<file path="src/rtl/gray_pkg.sv">
// Shared types and helpers for the Gray-count tracker.
package gray_pkg;

  typedef enum logic [1:0] {
    SEED  = 2'd0,
    TRACK = 2'd1,
    FAULT = 2'd2
  } state_t;

  // Cycles spent in SEED before the first sample is trusted (synchronizer depth).
  localparam int unsigned SEED_FILL = 2;

  // Widest code the helpers handle. Narrower codes are zero-extended, which
  // leaves the conversion of the low bits unchanged.
  localparam int unsigned MAX_W = 32;

  function automatic logic [MAX_W-1:0] gray2bin(input logic [MAX_W-1:0] i_g);
    logic [MAX_W-1:0] v_b;
    v_b[MAX_W-1] = i_g[MAX_W-1];
    for (int i = MAX_W - 2; i >= 0; i--) begin
      v_b[i] = v_b[i+1] ^ i_g[i];
    end
    return v_b;
  endfunction

  function automatic logic [MAX_W-1:0] bin2gray(input logic [MAX_W-1:0] i_b);
    return i_b ^ (i_b >> 1);
  endfunction

endpackage

</file>
<file path="src/rtl/gray_sync_2ff.sv">
// Two-flop synchronizer for a Gray-coded bus; the only sampling point of the
// asynchronous source.
module gray_sync_2ff #(
  parameter int unsigned W = 3
) (
  input  logic         i_clk,
  input  logic         i_rst,
  input  logic [W-1:0] i_d,
  output logic [W-1:0] o_q
);

  logic [W-1:0] r_s1;
  logic [W-1:0] r_s2;

  // Two-stage capture; both stages clear on reset.
  always_ff @(posedge i_clk) begin
    if (i_rst) begin
      r_s1 <= '0;
      r_s2 <= '0;
    end else begin
      r_s1 <= i_d;
      r_s2 <= r_s1;
    end
  end

  assign o_q = r_s2;

endmodule

</file>
<file path="src/rtl/gray_count_tracker.sv">
// Tracks a synchronized Gray count: decodes it, classifies each change as
// +1 / -1 / illegal, keeps a signed position and a saturating error count.
//
// state | meaning
// ------+-------------------------------------------------------------
// SEED  | after reset; wait for synchronizer fill, then seed prev
// TRACK | locked; each new sample must be 0 or +/-1 away from prev
// FAULT | illegal jump seen; wait for a stable input, then re-seed
module gray_count_tracker
  import gray_pkg::*;
#(
  parameter int unsigned W          = 3,
  parameter int unsigned POS_W      = 16,
  parameter int unsigned ERRC_W     = 8,
  parameter int unsigned STABLE_CYC = 4
) (
  input  logic              i_clk,
  input  logic              i_rst,
  input  logic [W-1:0]      i_gray_in,
  input  logic              i_clr,
  output logic [W-1:0]      o_bin_out,
  output logic              o_step_up,
  output logic              o_step_down,
  output logic              o_err,
  output logic              o_locked,
  output logic [POS_W-1:0]  o_position,
  output logic [ERRC_W-1:0] o_err_count
);

  localparam logic [1:0]       C_SEED_LAST = 2'(SEED_FILL);
  localparam logic [7:0]       C_STABLE    = 8'(STABLE_CYC);
  localparam logic [W-1:0]     C_DELTA_UP  = W'(1);
  localparam logic [POS_W-1:0] C_POS_ONE   = POS_W'(1);
  localparam logic [ERRC_W-1:0] C_ERR_ONE  = ERRC_W'(1);

  state_t              r_state;
  state_t              w_state_nxt;
  logic [W-1:0]        w_s2;
  logic [W-1:0]        w_b;
  logic [W-1:0]        w_delta;
  logic [W-1:0]        r_prev;
  logic [W-1:0]        r_s2_d;
  logic [1:0]          r_seed_cnt;
  logic [7:0]          r_stab;
  logic [7:0]          w_stab_inc;
  logic                w_seed_done;
  logic                w_relock;
  logic                w_is_up;
  logic                w_is_dn;
  logic                w_is_err;
  logic                r_step_up;
  logic                r_step_down;
  logic                r_err;
  logic                r_locked;
  logic [POS_W-1:0]    r_position;
  logic [ERRC_W-1:0]   r_err_count;

  gray_sync_2ff #(.W(W)) u_sync (
    .i_clk (i_clk),
    .i_rst (i_rst),
    .i_d   (i_gray_in),
    .o_q   (w_s2)
  );

  assign w_b     = W'(gray2bin(MAX_W'(w_s2)));
  assign w_delta = w_b - r_prev;

  // Classify the current sample and decide the next state.
  always_comb begin
    w_state_nxt = r_state;
    w_seed_done = 1'b0;
    w_relock    = 1'b0;
    w_is_up     = 1'b0;
    w_is_dn     = 1'b0;
    w_is_err    = 1'b0;
    w_stab_inc  = (w_s2 == r_s2_d) ? (r_stab + 8'd1) : 8'd0;
    case (r_state)
      SEED: begin
        if (r_seed_cnt == C_SEED_LAST) begin
          w_seed_done = 1'b1;
          w_state_nxt = TRACK;
        end
      end
      TRACK: begin
        // A zero delta must win over the all-ones check.
        if (w_delta == '0) begin
          w_is_up = 1'b0;
        end else if (w_delta == C_DELTA_UP) begin
          w_is_up = 1'b1;
        end else if (w_delta == '1) begin
          w_is_dn = 1'b1;
        end else begin
          w_is_err    = 1'b1;
          w_state_nxt = FAULT;
        end
      end
      FAULT: begin
        if (w_stab_inc == C_STABLE) begin
          w_relock    = 1'b1;
          w_state_nxt = TRACK;
        end
      end
      default: w_state_nxt = SEED;
    endcase
  end

  // State register.
  always_ff @(posedge i_clk) begin
    if (i_rst) r_state <= SEED;
    else       r_state <= w_state_nxt;
  end

  // Synchronizer-fill counter used only while seeding.
  always_ff @(posedge i_clk) begin
    if (i_rst)                                  r_seed_cnt <= '0;
    else if (r_state == SEED && !w_seed_done)   r_seed_cnt <= r_seed_cnt + 2'd1;
  end

  // Stability counter: cleared on fault entry, counts unchanged samples in FAULT.
  always_ff @(posedge i_clk) begin
    if (i_rst) begin
      r_stab <= '0;
      r_s2_d <= '0;
    end else begin
      r_s2_d <= w_s2;
      if (w_is_err)                r_stab <= '0;
      else if (r_state == FAULT)   r_stab <= w_stab_inc;
    end
  end

  // Last accepted binary value, which is also the visible bin_out.
  always_ff @(posedge i_clk) begin
    if (i_rst) r_prev <= '0;
    else if (w_seed_done || w_relock || w_is_up || w_is_dn) r_prev <= w_b;
  end

  // Registered one-cycle pulses and lock flag.
  always_ff @(posedge i_clk) begin
    if (i_rst) begin
      r_step_up   <= 1'b0;
      r_step_down <= 1'b0;
      r_err       <= 1'b0;
      r_locked    <= 1'b0;
    end else begin
      r_step_up   <= w_is_up;
      r_step_down <= w_is_dn;
      r_err       <= w_is_err;
      r_locked    <= (w_state_nxt == TRACK);
    end
  end

  // Position accumulator; clear overrides a same-cycle step, wraps freely.
  always_ff @(posedge i_clk) begin
    if (i_rst)        r_position <= '0;
    else if (i_clr)   r_position <= '0;
    else if (w_is_up) r_position <= r_position + C_POS_ONE;
    else if (w_is_dn) r_position <= r_position - C_POS_ONE;
  end

  // Saturating error counter.
  always_ff @(posedge i_clk) begin
    if (i_rst)                              r_err_count <= '0;
    else if (i_clr)                         r_err_count <= '0;
    else if (w_is_err && r_err_count != '1) r_err_count <= r_err_count + C_ERR_ONE;
  end

  assign o_bin_out   = r_prev;
  assign o_step_up   = r_step_up;
  assign o_step_down = r_step_down;
  assign o_err       = r_err;
  assign o_locked    = r_locked;
  assign o_position  = r_position;
  assign o_err_count = r_err_count;

endmodule

</file>
<file path="config.mk">
export PLATFORM = sky130hd
export DESIGN_NAME = gray_count_tracker
export DESIGN_NICKNAME = d
export VERILOG_FILES = /design/src/rtl/gray_pkg.sv /design/src/rtl/gray_sync_2ff.sv /design/src/rtl/gray_count_tracker.sv
export SDC_FILE = /design/constraint.sdc
export NUM_CORES = 1
export LEC_CHECK = 0
export CAP_MARGIN = 20
export CORE_MARGIN = 4
export CORE_UTILIZATION = 50
export DETAILED_ROUTE_END_ITERATION = 7
export PLACE_DENSITY_LB_ADDON = 0.1
export SYNTH_ARGS = -nofsm -noshare
export SYNTH_HDL_FRONTEND = slang
export SYNTH_SLANG_ARGS = --single-unit
</file>
<file path="constraint.sdc">
create_clock -name i_clk -period 5.2 [get_ports i_clk]
set_input_delay 1.56 -clock i_clk [delete_from_list [all_inputs] [get_ports i_clk]]
set_output_delay 1.56 -clock i_clk [all_outputs]
set_load 0.02 [all_outputs]
</file>
==> summary.md <==
| Metric | Value |
|---|---|
| Status | finished clean |
| Sequential share of the synthesized area | 35.1% |
| Vias in the first global route | 2397 |
| Leakage | 1.30 nW |
| Fin crit share | 84.0% |
| Max_slew headroom | 58.0% |
| Die X | 85.0 µm |
| P&R area growth vs syn | 16.9% |
| Syn nets | ~380 |
| Num CTS Buffers | 5 |
| Count of pins over their slew limit | 0 |
| Diode count | 0 |
| Final setup fails | 0 |
| Layout cell share with drive strength beyond 1 | ~5.5% |
| Routed len/inst | about 13 µm |
| Worst Path Arrival | about 4.6 ns |
| Slowest stage cell, crit path | or2_2 |
| Mapped Area | 0.00296 mm² |
| Unique cell type count in the Yosys netlist | 52 |
| Worst-path clk slew | roughly 0.10 ns |
| Fillers | 500 |
| Initial antenna violation count | 0 |
| Syn. warnings | 0 |
| Clk_lat worst skew | 0.31 ns |
| Gr usage total | 17.4% |
| Final core utilization | 61.4% |
| Commonest non-fill, non-tap cell in the layout | dfxtp_1 |
| Final hold slack | 0.449 ns |
| DR iter-0 viols | 122 |
| Slew of the pin with the lowest slew margin | 0.630 ns |
| Top cell by count, worst path | ha_1 |
| CTS resizes | 0 |
| Critical path class | reg2reg |
| Worst path cell trace | xor2_1 > xnor2_1 > ha_1 > inv_1 > fa_1 > xnor3_1 > or2_4 > or2_2 > ha_1 > o211ai_1 > o21ai_0 > o2111ai_1 > a21oi_1 > mux2_2 > mux2i_1 |
| Startpoint types | flip-flop |
| Main synth FF type | dfxtp_1 |
| Unrepaired setup endpoints after global routing | no |
| Total global routing overflow | 0 |
| Row count | 27 |
| DP HPWL | about 4300 µm |
| CP delay by family, top | adder cells |
| DRC viols | 0 |
| Setup Buffers After CTS | 0 |
| Peak VDD IR | 0.159 mV |
| Total wire length | 6030 µm |
| Largest net degree at the start of global routing | 26 |
| DIE AREA | 0.00722 mm² |
| Buffers on Ports | 36 |
| First-pass GRT wire length | 10600 µm |
| IO Count | 37 |
| Post-cts hold buffer count | 0 |
| Number of synthesized register bits | 52 |
| Via count | 2564 |
| Gpl congestion | between 0.8 and 0.9 |
| Fin crit period | 4.37 ns |
| Pwr/cell area | 289 mW/mm² |
| CTS root buf | clkbuf_8 |
| Slowest stage delay, CP | 0.44 ns |
| Mapped Avg Cell Area | 8.49 µm² |
| Bufs and invs on worst path | 1 |
| Core area | ~0.0056 mm² |
| Final Hold Fails | 0 |
| Commonest non-fill, non-tap cells in the layout | dfxtp_1, a21oi_1, clkdlybuf4s50_1 |
| Crit. End Element | flip-flop |
| Setup TNS | 0 ns |
| Via/cell ratio | 5.62 |
| Worst min path class | reg2reg |
| Final nets | 409 |
| Post-synthesis cell count | 349 |
| Final Skew | 0.00819 ns |
| WP data required | 5.41 ns |
| EDFF count, synth | 0 |
| Ys async rst share | 0% |
| Depth of the CTS H-tree | 2 |
| Clock Path Buffers | 2 |
| CP max FO | 16 |
| CTS Sinks | 52 |
| FMAX | 0.229 GHz |
| Max-cap violations | 0 |
| CTS tree | built |
| Die Height | 85.0 µm |
| Post-route ant nets | 0 |
| Router iterations before antenna repair | 4 |
| Initial core utilization | 52.5% |
==> synthesized netlist by cell type, types with 3 or more instances <==
| library cell | number | area, µm² |
|---|---|---|
| nand2b_1 | 7 | 43.8 |
| mux2i_1 | 4 | 40.0 |
| or4_1 | 3 | 22.5 |
| clkbuf_1 | 8 | 30.0 |
| a211oi_1 | 8 | 60.1 |
| o211ai_1 | 6 | 45.0 |
| a31oi_1 | 3 | 18.8 |
| nand4_1 | 3 | 18.8 |
| nor3_1 | 9 | 45.0 |
| nor2_1 | 35 | 131 |
| a21o_1 | 6 | 45.0 |
| inv_1 | 10 | 37.5 |
| and3_1 | 6 | 37.5 |
| or2_2 | 4 | 25.0 |
| xor2_1 | 9 | 78.8 |
| xnor2_1 | 9 | 78.8 |
| nor2b_1 | 15 | 93.8 |
| nand2_1 | 25 | 93.8 |
| a21oi_1 | 36 | 180 |
| o21a_1 | 4 | 30.0 |
| o21ai_0 | 16 | 80.1 |
| dfxtp_1 | 52 | 1040 |
| nand3_1 | 13 | 65.1 |
| or3_1 | 4 | 25.0 |
| ha_1 | 18 | 225 |
==> sequential cells by signal, summed over array words and instances, names as in the netlist <==
register / cells
o_err_count: 8
o_err: 1
r_state: 2
r_stab: 8
o_locked: 1
u_sync.o_q: 3
u_sync.r_s1: 3
o_position: 16
o_step_down: 1
r_seed_cnt: 2
r_s2_d: 3
o_bin_out: 3
o_step_up: 1
==> cells by family (layout without fill, tap and decap cells) <==
family	Yosys count	count (layout)	synth area share (%)
fa+ha+maj	20	20	8.96
simple gates	135	135	23.4
compound gates	95	95	20.7
mux	7	7	2.49
flops	52	52	35.2
buf+inv	21	56	3.30
xor+xnor	19	19	6.08
==> power by group <==
part	total [mW]	internal [mW]	switching, mW
Clock	0.247	0.0992	0.148
Combinational	0.312	0.141	0.171
Sequential	0.443	0.422	0.0209
==> routing by layer <==
| layer | GRT usage, % | part of all wire (%) | vias up |
|---|---|---|---|
| met2 | 26.6 | 43 | 52 |
| met4 | 4.46 | 1.6 | 0 |
| met1 | 25.1 | 52 | 1166 |
| met3 | 3.30 | 4.2 | 10 |
| li1 | - | - | 1336 |
| met5 | 0 | 0 | - |
==> cell type report <==
cell class	instances	area, µm²	area share [%]
Inverter	10	37.5	1.08
Clock inverter	3	27.5	0.795
Timing Repair Buffer	38	375	10.8
Clock buffer	5	68.8	1.99
Sequential cell	52	1040	30.1
Multi-Input combinational cell	276	1820	52.6
Tap cell	72	90.1	2.60
==> worst paths after layout <==
path | cells after the start | from | endpoint | slack (ns)
setup / recovery | 15 | u_sync.o_q[2] | o_position[15] | 0.83
hold / removal | 1 | u_sync.r_s1[2] | u_sync.o_q[2] | 0.45
setup reg to reg | 15 | u_sync.o_q[2] | o_position[15] | 0.83
hold reg to reg | 1 | u_sync.r_s1[2] | u_sync.o_q[2] | 0.45
==> stage by stage <==
stage	setup WS (ns)	instances	power, mW	area, µm²
after CTS	0.777	456	1.01	3460
after global placement	0.958	448	0.759	3370
after detailed placement	0.788	448	0.763	3370
after global routing	0.385	456	1.07	3460
final	0.829	456	1.00	3460
after floorplan	1.23	349	0.693	2960
No activity file was read; power rests on OpenSTA's default activity.
==> variant 1: new RTL, same flow settings <==
The parameter `POS_W` goes from 16 to 14.
--- a/src/rtl/gray_count_tracker.sv
+++ b/src/rtl/gray_count_tracker.sv
@@ -11,5 +11,5 @@
 #(
   parameter int unsigned W          = 3,
-  parameter int unsigned POS_W      = 16,
+  parameter int unsigned POS_W      = 14,
   parameter int unsigned ERRC_W     = 8,
   parameter int unsigned STABLE_CYC = 4
Interface: changed (resized o_position); port bits go from 37 to 35. No check against the original RTL was run, so the function may have changed too.
==> variant 1 against the original RTL <==
- combinational power fell by 17%
- critical path type unchanged
- cell area is 8.3% lower
- worst setup slack got worse by 0.15 ns
- wire length shrank 12%
- non-clock buffer count is 2 lower
- maximum frequency down 3.3%
- critical endpoint is now o_position[13]
- total power is 4.4% lower
- sequential cell count fell by 2
- final cell count down 11%
- first-iteration DRC count down 58%
- synthesized area decreased by 9.6%
==> variant 1: results (changes against the original RTL) <==
INFO  run_status     status=complete, no violations
INFO  layout         largest_register_ffs=14 [-2]
INFO  synth          synth.distinct_cells=45 [-13%]
INFO  synth          ys_top_cells_by_area=dfxtp_1 (37%), ha_1 (7.5%), xnor2_1 (4.9%)
INFO  pwr            power.static_leakage=1.17nW [-10%]
INFO  critical_path  worstRegToRegCells=16 [+1]
INFO  critical_path  slowest_stage=dfxtp_1
INFO  grt            first_global_vias=2081 [-13%]
INFO  route          routedWlPerCell=13.1µm [-1.2%]
INFO  layout         n_fill_cell=499 [-0.20%]
INFO  clocking       cts_post_setup_buffers_inserted=0 [unchanged]
INFO  synth          synth_xor_xnor_area_share=8.04% [+2.0 points]
INFO  pwr            vdd_drop_max=0.198mV [+25%]
INFO  synth          netlist_instances=303 [-13%]
INFO  layout         fin_nets=360 [-12%]
INFO  route          drt_iter0_markers=51 [-58%]
INFO  place          hpwlAfterDp=3.83mm [-11%]
INFO  synth          synth_commonest_cells=dfxtp_1 (50), nor2_1 (32), a21oi_1 (25)
INFO  clocking       ctsLongestPathBuffers=2 [unchanged]
INFO  timing         max_slew.worst_pin.slew=0.530ns [-0.0999 ns]
INFO  clocking       clockRootBuffer=clkbuf_8
INFO  route          routed_via_density=5.35 [-4.8%]
INFO  critical_path  reg2reg_to=o_position[13]
INFO  synth          synth_mux_area_share=2.24% [-0.25 points]
INFO  place          post-place-cells=398 [-11%]
INFO  synth          synth_seq_area_share=37.4% [+2.3 points]
INFO  timing         worst_clock_skew=0.00932ns [+0.00113 ns]
INFO  route          route.vias.total=2179 [-15%]
INFO  grt            grt_pass1_wl=9.25mm [-13%]
INFO  synth          synth-compound-area-share=16.5% [-4.1 points]
INFO  pwr            sw_frac_of_total=30.6% [-3.2 points]
INFO  layout         final_layout_size_suffix_gt1_share=5.04% [-0.42 points]
INFO  synth          synth.net_count=327 [-13%]
INFO  critical_path  critical_path.max_fanout=14 [-2]
INFO  place          routabilityCongestion=0.824 [-4.9%]
INFO  grt            grtUsageTotal=17.6% [+0.20 points]
INFO  place          port-buffer-count=34 [-5.6%]
variant 1: changes by cell type in the layout (fill, tap and decap cells not counted), sizes merged, moves of 4 or more:
cell and change:
nand4 +4, nor2 -4, xnor2 +6, o21ai -8
a21oi -11, o211ai -4
variant 1: worst max-delay path, delay by kind of cell, from the launching register on:
| kind | cells | cell delay [ns] |
|---|---|---|
| buffers and inverters | 1 | 0.05 |
| muxes | 2 | 0.44 |
| and+or+nand+nor | 3 | 0.82 |
| xor gates and xnor gates | 3 | 0.75 |
| AOI/OAI and AO/OA | 4 | 1.04 |
| adders and majority gates | 3 | 0.92 |
| DFF | 1 | 0.45 |
variant 1: metrics by stage:
stage / hold slack [ns] / instance area [µm²] / util, % / setup WS, ns
floorplan: 0.414 / 2680 / - / 0.960
global placement: 0.432 / 3060 / 59.5 / 0.803
detailed placement: 0.427 / 3060 / 59.5 / 0.668
CTS: 0.448 / 3170 / 61.6 / 0.669
global route: 0.465 / 3170 / 61.8 / 0.267
finish: 0.443 / 3170 / 61.8 / 0.678
variant 1: cells by family (layout without fill, tap and decap cells):
group,Yosys count,count (layout)
AND/OR/NAND/NOR,120,120
AO/OA/AOI/OAI,66,66
flip-flops,50,50
XOR/XNOR,23,23
buffers and inverters,20,54
adder cells (fa/ha/maj),18,18
multiplexers,6,6
variant 1: power groups by stage:
| stage | Clock (W) | Combinational (W) | Sequential [W] |
|---|---|---|---|
| global placement | 0 | 0.000255 | 0.000436 |
| finish | 0.000273 | 0.000258 | 0.000427 |
| detailed placement | 0 | 0.000256 | 0.000436 |
| CTS | 0.000282 | 0.000258 | 0.000427 |
| global route | 0.000292 | 0.000290 | 0.000431 |
| floorplan | 0 | 0.000202 | 0.000439 |
variant 1: worst min-delay path by stage:
stage                         startpoint  cells past startpoint            end
final                     u_sync.r_s1[0]                      1  u_sync.o_q[0]
after global routing      u_sync.r_s1[0]                      1  u_sync.o_q[0]
after CTS                 u_sync.r_s1[0]                      1  u_sync.o_q[0]
after detailed placement  u_sync.r_s1[0]                      1  u_sync.o_q[0]
after global placement    u_sync.r_s1[0]                      1  u_sync.o_q[0]
after floorplan           u_sync.r_s1[0]                      1  u_sync.o_q[0]
variant 1: layout make-up:
type / instances / area, µm² / area share (%)
inverters: 10 / 37.5 / 1.18
repair buffers: 36 / 355 / 11.2
well taps: 70 / 87.6 / 2.76
clock inverters: 2 / 37.5 / 1.18
flip-flops and latches: 50 / 1000 / 31.5
multi-input cells: 233 / 1580 / 49.9
clock buffers: 6 / 72.6 / 2.29
variant 1: per-layer routing:
metal | part of all wire (%) | wire length (µm) | track usage, %
met2 | 45 | 2400 | 28.5
met4 | 1.2 | 63 | 5.07
met5 | 0 | 0 | 0
met3 | 3.2 | 170 | 3.77
met1 | 50 | 2680 | 23.4
==> variant 2: new RTL, same flow settings <==
Without the edit above. Re-encode `state_t` (3 states) as one-hot, 3 bits wide.
--- a/src/rtl/gray_pkg.sv
+++ b/src/rtl/gray_pkg.sv
@@ -2,8 +2,8 @@
 package gray_pkg;
 
-  typedef enum logic [1:0] {
-    SEED  = 2'd0,
-    TRACK = 2'd1,
-    FAULT = 2'd2
+  typedef enum logic [2:0] {
+    SEED  = 3'b001,
+    TRACK = 3'b010,
+    FAULT = 3'b100
   } state_t;
 
Formal check against the unedited RTL: no difference found for any inputs over 10 cycles, from zero or initial values and one cycle with i_rst high; not proved beyond that.
==> variant 2 against the original RTL <==
- synthesized area is 1.9% higher
- maximum frequency shrank 1.5%
- via count rose by 2.8%
- sequential cell count increased by 1
- hold slack gained 0.0071 ns
- cell area rose by 1.9%
- non-clock buffer count did not move
- die area increased by 1.7%
- wire length grew 11%
- worst setup slack got worse by 0.066 ns
- global-route usage increased by 1.6 points
Power is not compared: it rests on default switching activity, and its combinational part moved more than twofold at a synthesized area within 25%.
==> variant 2: results (changes against the original RTL) <==
INFO  run_status     status=complete, no violations
INFO  route          routedWlPerCell=14.2µm [+7.0%]
INFO  synth          synth_xor_xnor_area_share=7.92% [+1.8 points]
INFO  critical_path  slowest_stage=ha_1
INFO  synth          ys_top_cells_by_area=dfxtp_1 (35%), ha_1 (7.5%), a21oi_1 (5.8%)
INFO  place          hpwlAfterDp=4.89mm [+13%]
INFO  synth          synth_mux_area_share=0% [-2.5 points]
INFO  route          routed_via_density=5.60 [-0.43%]
INFO  synth          synth_seq_area_share=35.2% [about the same]
INFO  layout         n_fill_cell=534 [+6.8%]
INFO  grt            grtUsageMet3=3.55% [+0.25 points]
INFO  place          placed_cell_area=0.00344mm² [+2.2%]
INFO  place          routabilityCongestion=0.850 [-1.9%]
INFO  grt            first_global_vias=2577 [+7.5%]
INFO  route          drt_iter0_markers=109 [-11%]
INFO  critical_path  crit_path_largest_cell_delay=0.54ns [+0.10 ns]
INFO  critical_path  cp.arrival=4.63ns [+0.05 ns]
INFO  grt            grt_use_met1=23.9% [-1.2 points]
INFO  grt            grt_pass1_wl=11.5mm [+7.6%]
INFO  critical_path  critical_path.max_fanout=17 [+1]
INFO  grt            grtUsageTotal=18.9% [+1.6 points]
INFO  layout         fin_nets=421 [+2.9%]
INFO  synth          synth-compound-area-share=20.0% [-0.67 points]
INFO  critical_path  worst_path_dominant_cell_family=compound AO/OA/AOI/OAI gates
INFO  timing         max_slew.worst_pin.slew=0.754ns [+0.124 ns]
INFO  layout         final_layout_size_suffix_gt1_share=4.80% [-0.67 points]
INFO  critical_path  r2r_slack=0.76ns [-0.07 ns]
-- variant 2: cell count changes after synthesis, sizes merged, moves of 4 or more --
cell | unedited run | this run
mux2i | 4 | 0
nor2b | 15 | 10
nor3 | 9 | 4
o21ai | 18 | 24
nand2 | 25 | 31
a31oi | 3 | 7
xnor2 | 9 | 14
-- variant 2: per-layer routing --
| metal | vias up | wire length (µm) |
|---|---|---|
| li1 | 1361 | - |
| met5 | - | 0 |
| met3 | 12 | 220 |
| met2 | 58 | 3180 |
| met4 | 0 | 83 |
| met1 | 1206 | 3180 |
-- variant 2: final cells by class --
cell class / count / area, µm² / area share (%)
clock inverters: 2 / 15.0 / 0.426
flip-flops and latches: 53 / 1060 / 30.1
repair buffers: 38 / 375 / 10.6
clock buffers: 6 / 72.6 / 2.06
inverters: 11 / 41.3 / 1.17
well taps: 75 / 93.8 / 2.66
multi-input cells: 286 / 1870 / 53.0
-- variant 2: stage by stage --
step	setup slack (ns)	total power, W	instances	utilization [%]	hold WS, ns
6_report	0.763	0.000821	471	59.9	0.456
5_1_grt	0.402	0.000865	471	59.9	0.476
4_1_cts	0.854	0.000831	471	59.9	0.463
3_5_place_dp	0.878	0.000602	463	58.5	0.444
3_3_place_gp	1.05	0.000594	463	58.5	0.419
2_1_floorplan	1.47	0.000558	361	-	0.414
-- variant 2: worst min path at each step --
stage                   start            end  slack (ns)
2_1_floorplan  u_sync.r_s1[0]  u_sync.o_q[0]        0.41
6_report       u_sync.r_s1[0]  u_sync.o_q[0]        0.46
3_5_place_dp   u_sync.r_s1[0]  u_sync.o_q[0]        0.44
3_3_place_gp   u_sync.r_s1[0]  u_sync.o_q[0]        0.42
4_1_cts        u_sync.r_s1[1]  u_sync.o_q[1]        0.46
5_1_grt        u_sync.r_s1[0]  u_sync.o_q[0]        0.48
